File: config.mk
export PLATFORM = sky130hd
export DESIGN_NAME = chess_board_renderer
export DESIGN_NICKNAME = d
export VERILOG_FILES = /design/src/rtl/chess_pkg.sv /design/src/rtl/board_state_ram.sv /design/src/rtl/chess_board_renderer.sv
export SDC_FILE = /design/constraint.sdc
export NUM_CORES = 1
export LEC_CHECK = 0
export ABC_AREA = 1
export CORE_ASPECT_RATIO = 2
export CORE_MARGIN = 5
export CORE_UTILIZATION = 65
export DETAILED_ROUTE_END_ITERATION = 6
export HOLD_SLACK_MARGIN = 0.02
export PLACE_DENSITY = 0.88
export SLEW_MARGIN = 20
export SYNTH_ARGS = -nofsm -noshare
export SYNTH_HDL_FRONTEND = slang
export SYNTH_SLANG_ARGS = --single-unit
File: constraint.sdc
create_clock -name vga_clk -period 9.3 [get_ports vga_clk]
set_input_delay 2.79 -clock vga_clk [delete_from_list [all_inputs] [get_ports vga_clk]]
set_output_delay 2.79 -clock vga_clk [all_outputs]
set_load 0.1 [all_outputs]
File: src/rtl/chess_pkg.sv
// Shared types and constants for the chess board renderer.
package chess_pkg;

  typedef logic [3:0] piece_t;
  localparam piece_t PIECE_EMPTY = 4'd15;

  typedef enum logic [2:0] {
    PAL_LIGHT = 3'd0,
    PAL_DARK  = 3'd1,
    PAL_BG    = 3'd2,
    PAL_WHITE = 3'd3,
    PAL_INK   = 3'd4,
    PAL_CUR   = 3'd5,
    PAL_SEL   = 3'd6
  } pal_t;

  // 24-bit RGB per palette index; slot 7 is unused.
  localparam logic [23:0] PALETTE [8] = '{
    24'hEEEED2, 24'h69923E, 24'h4B4847, 24'hFFFFFF,
    24'h000000, 24'hF6F669, 24'hBACA2B, 24'h000000
  };

  // Standard start position, indexed [row][col].
  localparam piece_t START_LAYOUT [8][8] = '{
    '{4'd0,  4'd1,  4'd2,  4'd3,  4'd4,  4'd2,  4'd1,  4'd0 },
    '{4'd5,  4'd5,  4'd5,  4'd5,  4'd5,  4'd5,  4'd5,  4'd5 },
    '{4'd15, 4'd15, 4'd15, 4'd15, 4'd15, 4'd15, 4'd15, 4'd15},
    '{4'd15, 4'd15, 4'd15, 4'd15, 4'd15, 4'd15, 4'd15, 4'd15},
    '{4'd15, 4'd15, 4'd15, 4'd15, 4'd15, 4'd15, 4'd15, 4'd15},
    '{4'd15, 4'd15, 4'd15, 4'd15, 4'd15, 4'd15, 4'd15, 4'd15},
    '{4'd11, 4'd11, 4'd11, 4'd11, 4'd11, 4'd11, 4'd11, 4'd11},
    '{4'd6,  4'd7,  4'd8,  4'd9,  4'd10, 4'd8,  4'd7,  4'd6 }
  };

  typedef enum logic {
    INIT = 1'b0,
    IDLE = 1'b1
  } state_t;

endpackage

File: src/rtl/board_state_ram.sv
// 64x4 board-state RAM: one synchronous write port, one read-first read port.
module board_state_ram
  import chess_pkg::*;
(
  input  logic       clk_i,
  input  logic       we_i,
  input  logic [5:0] waddr_i,
  input  piece_t     wdata_i,
  input  logic [5:0] raddr_i,
  output piece_t     rdata_o
);

  piece_t mem_q [64];
  piece_t rdata_q;

  // Read samples the old contents when read and write hit the same square.
  always_ff @(posedge clk_i) begin
    if (we_i) mem_q[waddr_i] <= wdata_i;
    rdata_q <= mem_q[raddr_i];
  end

  assign rdata_o = rdata_q;

endmodule

File: src/rtl/chess_board_renderer.sv
// Procedural checkerboard + board-state RAM + sprite overlay, 3-cycle pipeline.
module chess_board_renderer
  import chess_pkg::*;
#(
  parameter int TILE_SIZE      = 56,
  parameter int BOARD_ORIGIN_X = 16,
  parameter int BOARD_ORIGIN_Y = 16,
  parameter int NUM_SPRITES    = 12,
  parameter int SPRITE_AW      = 16,
  parameter int COLOR_DEPTH    = 8
) (
  input  logic                   vga_clk,
  input  logic                   reset,
  input  logic [9:0]             hcount,
  input  logic [9:0]             vcount,
  input  logic                   pix_valid,
  input  logic                   flip,
  input  logic [2:0]             cursor_row,
  input  logic [2:0]             cursor_col,
  input  logic                   sel_valid,
  input  logic [2:0]             sel_row,
  input  logic [2:0]             sel_col,
  input  logic                   wr_valid,
  output logic                   wr_ready,
  input  logic [2:0]             wr_row,
  input  logic [2:0]             wr_col,
  input  logic [3:0]             wr_piece,
  output logic [SPRITE_AW-1:0]   sprite_addr,
  input  logic [1:0]             sprite_data,
  output logic [COLOR_DEPTH-1:0] vga_r,
  output logic [COLOR_DEPTH-1:0] vga_g,
  output logic [COLOR_DEPTH-1:0] vga_b,
  output logic                   out_valid,
  output logic                   init_done
);

  localparam int STAGES   = 3;
  localparam int RW       = $clog2(TILE_SIZE);
  localparam int BOARD_PX = 8 * TILE_SIZE;

  // ---------------- board-state FSM ----------------
  state_t     state_q, state_d;
  logic [5:0] sq_q, sq_d;
  logic       ram_we;
  logic [5:0] ram_waddr;
  piece_t     ram_wdata;
  logic [5:0] ram_raddr;
  piece_t     ram_rdata;

  // State and init-square registers.
  always_ff @(posedge vga_clk) begin
    if (reset) begin
      state_q <= INIT;
      sq_q    <= '0;
    end else begin
      state_q <= state_d;
      sq_q    <= sq_d;
    end
  end

  // INIT streams the start layout into the RAM; IDLE accepts external writes.
  always_comb begin
    state_d   = state_q;
    sq_d      = sq_q;
    ram_we    = 1'b0;
    ram_waddr = sq_q;
    ram_wdata = START_LAYOUT[sq_q[5:3]][sq_q[2:0]];
    wr_ready  = 1'b0;
    init_done = 1'b0;
    case (state_q)
      INIT: begin
        ram_we = 1'b1;
        sq_d   = sq_q + 6'd1;
        if (sq_q == 6'd63) state_d = IDLE;
      end
      IDLE: begin
        wr_ready  = 1'b1;
        init_done = 1'b1;
        if (wr_valid) begin
          ram_we    = 1'b1;
          ram_waddr = {wr_row, wr_col};
          ram_wdata = wr_piece;
        end
      end
      default: state_d = INIT;
    endcase
    if (reset) ram_we = 1'b0;
  end

  board_state_ram u_ram (
    .clk_i   (vga_clk),
    .we_i    (ram_we),
    .waddr_i (ram_waddr),
    .wdata_i (ram_wdata),
    .raddr_i (ram_raddr),
    .rdata_o (ram_rdata)
  );

  // ---------------- flip latch ----------------
  logic flip_q;

  // Orientation changes only at the frame origin so a frame never tears.
  always_ff @(posedge vga_clk) begin
    if (reset) flip_q <= 1'b0;
    else if (hcount == 10'd0 && vcount == 10'd0) flip_q <= flip;
  end

  // ---------------- S0: tile coordinates ----------------
  logic [9:0]    offx, offy;
  logic          in_b_d;
  logic [2:0]    trow_d, tcol_d;
  logic [RW-1:0] relx_d, rely_d;

  // Pixel -> logical square and in-tile offset; flip rotates both.
  always_comb begin
    offx   = hcount - 10'(BOARD_ORIGIN_X);
    offy   = vcount - 10'(BOARD_ORIGIN_Y);
    in_b_d = (hcount >= 10'(BOARD_ORIGIN_X)) && (hcount < 10'(BOARD_ORIGIN_X + BOARD_PX)) &&
             (vcount >= 10'(BOARD_ORIGIN_Y)) && (vcount < 10'(BOARD_ORIGIN_Y + BOARD_PX));
    tcol_d = 3'(offx / 10'(TILE_SIZE));
    trow_d = 3'(offy / 10'(TILE_SIZE));
    relx_d = RW'(offx % 10'(TILE_SIZE));
    rely_d = RW'(offy % 10'(TILE_SIZE));
    if (flip_q) begin
      tcol_d = 3'd7 - tcol_d;
      trow_d = 3'd7 - trow_d;
      relx_d = RW'(TILE_SIZE - 1) - relx_d;
      rely_d = RW'(TILE_SIZE - 1) - rely_d;
    end
  end

  // RAM read is launched from S0 so the code lands alongside the S0 registers.
  assign ram_raddr = {trow_d, tcol_d};

  logic [STAGES-1:0] vld_pipe_q;
  logic              in_b_s0;
  logic [2:0]        trow_s0, tcol_s0;
  logic [RW-1:0]     relx_s0, rely_s0;

  // S0 registers.
  always_ff @(posedge vga_clk) begin
    if (reset) begin
      vld_pipe_q[0] <= 1'b0;
      in_b_s0       <= 1'b0;
      trow_s0       <= '0;
      tcol_s0       <= '0;
      relx_s0       <= '0;
      rely_s0       <= '0;
    end else begin
      vld_pipe_q[0] <= pix_valid;
      in_b_s0       <= in_b_d;
      trow_s0       <= trow_d;
      tcol_s0       <= tcol_d;
      relx_s0       <= relx_d;
      rely_s0       <= rely_d;
    end
  end

  // ---------------- S1: sprite address + background ----------------
  logic                 spr_hit_d;
  logic [SPRITE_AW-1:0] addr_d;
  pal_t                 bg_d;

  // Sprite address for drawable codes and background by precedence.
  always_comb begin
    spr_hit_d = in_b_s0 && (int'(ram_rdata) < NUM_SPRITES);
    addr_d    = '0;
    if (spr_hit_d)
      addr_d = SPRITE_AW'(ram_rdata) * SPRITE_AW'(TILE_SIZE * TILE_SIZE) +
               SPRITE_AW'(rely_s0) * SPRITE_AW'(TILE_SIZE) + SPRITE_AW'(relx_s0);
    if (!in_b_s0)
      bg_d = PAL_BG;
    else if (sel_valid && trow_s0 == sel_row && tcol_s0 == sel_col)
      bg_d = PAL_SEL;
    else if (trow_s0 == cursor_row && tcol_s0 == cursor_col)
      bg_d = PAL_CUR;
    else if (trow_s0[0] ^ tcol_s0[0])
      bg_d = PAL_DARK;
    else
      bg_d = PAL_LIGHT;
  end

  logic                 spr_hit_s1;
  pal_t                 bg_s1;
  logic [SPRITE_AW-1:0] sprite_addr_q;

  // S1 registers; sprite_data answers this address on the next edge.
  always_ff @(posedge vga_clk) begin
    if (reset) begin
      vld_pipe_q[1] <= 1'b0;
      spr_hit_s1    <= 1'b0;
      bg_s1         <= PAL_BG;
      sprite_addr_q <= '0;
    end else begin
      vld_pipe_q[1] <= vld_pipe_q[0];
      spr_hit_s1    <= spr_hit_d;
      bg_s1         <= bg_d;
      sprite_addr_q <= addr_d;
    end
  end

  assign sprite_addr = sprite_addr_q;

  // ---------------- S2: composition ----------------
  pal_t        pal_d;
  logic [23:0] rgb24;

  // Sprite pixel overrides background unless transparent (0).
  always_comb begin
    pal_d = bg_s1;
    if (spr_hit_s1) begin
      case (sprite_data)
        2'd1:    pal_d = PAL_INK;
        2'd2:    pal_d = PAL_BG;
        2'd3:    pal_d = PAL_WHITE;
        default: pal_d = bg_s1;
      endcase
    end
    rgb24 = PALETTE[pal_d];
  end

  logic [COLOR_DEPTH-1:0] r_q, g_q, b_q;

  // Output registers; blank outside the visible area. Channels keep the MSBs.
  always_ff @(posedge vga_clk) begin
    if (reset) begin
      vld_pipe_q[2] <= 1'b0;
      r_q           <= '0;
      g_q           <= '0;
      b_q           <= '0;
    end else begin
      vld_pipe_q[2] <= vld_pipe_q[1];
      r_q <= vld_pipe_q[1] ? COLOR_DEPTH'({rgb24[23:16], {COLOR_DEPTH{1'b0}}} >> 8) : '0;
      g_q <= vld_pipe_q[1] ? COLOR_DEPTH'({rgb24[15:8],  {COLOR_DEPTH{1'b0}}} >> 8) : '0;
      b_q <= vld_pipe_q[1] ? COLOR_DEPTH'({rgb24[7:0],   {COLOR_DEPTH{1'b0}}} >> 8) : '0;
    end
  end

  assign vga_r     = r_q;
  assign vga_g     = g_q;
  assign vga_b     = b_q;
  assign out_valid = vld_pipe_q[STAGES-1];

endmodule

==> reports/results.ini <==
[synth]
synth-seq-cells = 326
ys_seq_area_share_pct = 56.4
avgSynthCellArea_um2 = 9.49
async_flop_share_pct = 0
yosys_warnings = 0
syn-num-nets = 1796
syn_inst = 1699
synth_edf_count = 256
ys_types = 51
synthFlopType = edfxtp_1
netlist_area_um2 = 16100

[die]
initial_utilization_pct = 66.0
die_height_um = 233
pin_count = 93
die_area_um2 = 28200
fp.dieW_um = 121
rows = 81
core_um2 = 24400

[place]
placed_cell_area_um2 = 17200
port_buffers = 92
post-place-ws_ns = 1.22
dp_hpwl_um = 27300
place.gp.congestion = 0.978
dpl.cell_count = 2052

[clock_tree]
hold_buffers = 0
post_cts.repair.setup_buffers = 0
cts_tree = yes
clock_latency_ns = 0.57
cts_htree_levels = 1
numCtsBuffers = 27
path_clk_slew_ns = 0.07
cts_resized = 0
cts_buffer_depth = 3
ctsRootBufferMaster = clkbuf_16
cts.sinks = 326

[global_routing]
overflow = 0
grt_max_degree = 73
grt_pass1_vias = 12700
grt_antenna_before_repair = 0
track_usage_pct = 29.8
grt_pass1_wl_um = 65400

[detailed_routing]
drt_first_iter_violations = 1425
drt.antenna.violating_nets = 0
dr.pass1.iters = 7
drt-total-wl_um = 41700
routedWlPerCell_um = 19.9
routed-via-count = 12700
drc_errors = 1
viasPerCell = 6.06

[sta]
rsz0062_at_grt = no
layout_min_cycle_time_ns = 7.74
clock-skew-final_ns = 0.0221
timing.fmax_ghz = 0.129
fin_crit_sh_pct = 83.2
setup_tns_ns = 0
worst_slack_ns = 1.56
max_slew.worst_pin.slew_ns = 1.09
final-setup-viol-count = 0
hold_violations = 0
relSlewSlack_pct = 26.5
drv_slew = 0

[status]
status = finished with violations
violations = DRC

[min_path]
hp-class = flop to flop

[setup_path]
cp_slowest_stage_delay_ns = 0.89
end_kind = flop
critPathRequiredTime_ns = 9.77
setup.worst_path.start_class = primary input
critPathSlowestCell = nand2_4
crit_fanout = 72
worstPathArrival_ns = 8.20
path_buf_inv = 5
criticalPathCategory = primary input to flop
cpLargestDelayFamily = simple AND/OR/NAND/NOR gates

[layout]
nFillCells = 1591
antenna_cells = 0
drive_gt1_share_pct = 6.33
multi_input_area_um2 = 5800
fin_area_um2 = 18200
nets = 1846
fin_cells = 2102
regArea_um2 = 9090
area_growth_pct = 12.6

[power]
powerDensity_nw_per_um2 = 226
p_leak_nw = 7.49
irDropWorstVdd_v = 0.000173

[flow_run]
cap_viol_max_count = 0

logic make-up after synthesis:
family          Yosys count  share of synthesized area, %
simple gates            876                          26.1
flops                   326                          56.4
buf+inv                 318                          8.26
fa+ha+maj                47                          3.97
xor+xnor                 25                          1.36
compound gates          106                          3.82
mux                       1                        0.0854
layout by cell type, fill, tap and decap left out, types with 5 or more instances in the layout:
| cell | count |
|---|---|
| xnor2_1 | 11 |
| ha_1 | 40 |
| nand3b_1 | 84 |
| nor2_1 | 135 |
| clkinv_2 | 7 |
| clkdlybuf4s50_1 | 92 |
| xor2_1 | 12 |
| a21oi_1 | 31 |
| clkbuf_16 | 29 |
| nor4_1 | 10 |
| nand3_1 | 312 |
| nand4_1 | 16 |
| buf_4 | 10 |
| o21ai_0 | 35 |
| inv_2 | 6 |
| o22ai_1 | 5 |
| dfxtp_1 | 70 |
| nand2_2 | 17 |
| edfxtp_1 | 256 |
| nor3_1 | 5 |
| o21ai_1 | 7 |
| nor2_2 | 5 |
| inv_1 | 226 |
| fa_1 | 7 |
| nand2_1 | 273 |
stage by stage:
step	total power, mW	util [%]	hold slack [ns]
finish	4.10	74.3	0.412
CTS	4.06	74.3	0.414
global placement	2.82	70.4	0.396
global route	4.28	74.3	0.423
detailed placement	2.87	70.4	0.404
floorplan	2.57	-	0.388
layer usage:
| layer | vias to the layer above | GRT usage [%] | wire length (um) |
|---|---|---|---|
| met5 | - | 0 | 0 |
| met4 | 0 | 19.5 | 3090 |
| met3 | 217 | 3.60 | 3300 |
| met2 | 763 | 54.8 | 22400 |
| met1 | 5940 | 31.2 | 13000 |
| li1 | 5822 | - | - |
power by group:
group          internal, mW  switching [mW]  total, mW
clock                 0.678           0.533       1.21
combinational         0.394           0.849       1.24
sequential             1.61          0.0357       1.64
cell usage after synthesis, types with 7 or more instances:
library cell  instances  area share, %
nand3_1             312            9.7
nand2_1             273            6.4
edfxtp_1            256             48
inv_1               226            5.3
nor2_1              135            3.1
nand3b_1             84            3.9
dfxtp_1              70            8.7
ha_1                 40            3.1
buf_2                38            1.2
o21ai_0              35            1.1
a21oi_1              32           0.99
buf_4                20           0.93
clkbuf_1             19           0.44
nand2_2              19           0.74
nand4_1              16           0.62
xor2_1               14           0.76
nor4_1               12           0.47
xnor2_1              11           0.60
fa_1                  7           0.87
inv_2                 7           0.16
o21ai_1               7           0.22
worst register-to-register path, cell delays in order (launching register included):
cell and delay, ns:
dfxtp_1 0.91, clkinv_1 0.67, nand3_4 0.72, nand2_4 0.62, buf_12 0.41, nand2_1 0.13, nand2_1 0.05, nand2_1 0.06
nand3_1 0.17, nand3_1 0.13, nand3_1 0.18, nand3_1 0.15, nand2_1 0.06
final timing paths:
| kind | from | endpoint | slack [ns] | depth (start not counted) |
|---|---|---|---|---|
| worst min-delay path | vld_pipe_q[0] | vld_pipe_q[1] | 0.41 | 2 |
| worst max register to register | flip_q | u_ram.rdata_o[3] | 4.96 | 12 |
| worst max-delay path | hcount[4] | u_ram.rdata_o[3] | 1.56 | 29 |
| worst min register to register | vld_pipe_q[0] | vld_pipe_q[1] | 0.41 | 2 |
state kept, by name (all words and copies together), names as in the netlist:
name	cells
vld_pipe_q	2
u_ram.rdata_o	4
vga_g	3
rely_s0	6
u_ram.mem_q	256
vga_r	8
bg_s1	3
sq_q	6
sprite_addr	16
flip_q	1
in_b_s0	1
relx_s0	6
spr_hit_s1	1
tcol_s0	3
trow_s0	3
out_valid	1
vga_b	5
state_q	1
cell type report:
class | count | share of cell area (%)
Inverter | 236 | 4.89
Timing Repair Buffer | 103 | 5.60
Clock buffer | 32 | 4.11
Multi-Input combinational cell | 1055 | 31.9
Clock inverter | 18 | 1.11
Tap cell | 332 | 2.29
Sequential cell | 326 | 50.1
Note: power is estimated with default switching activity, not from simulation.
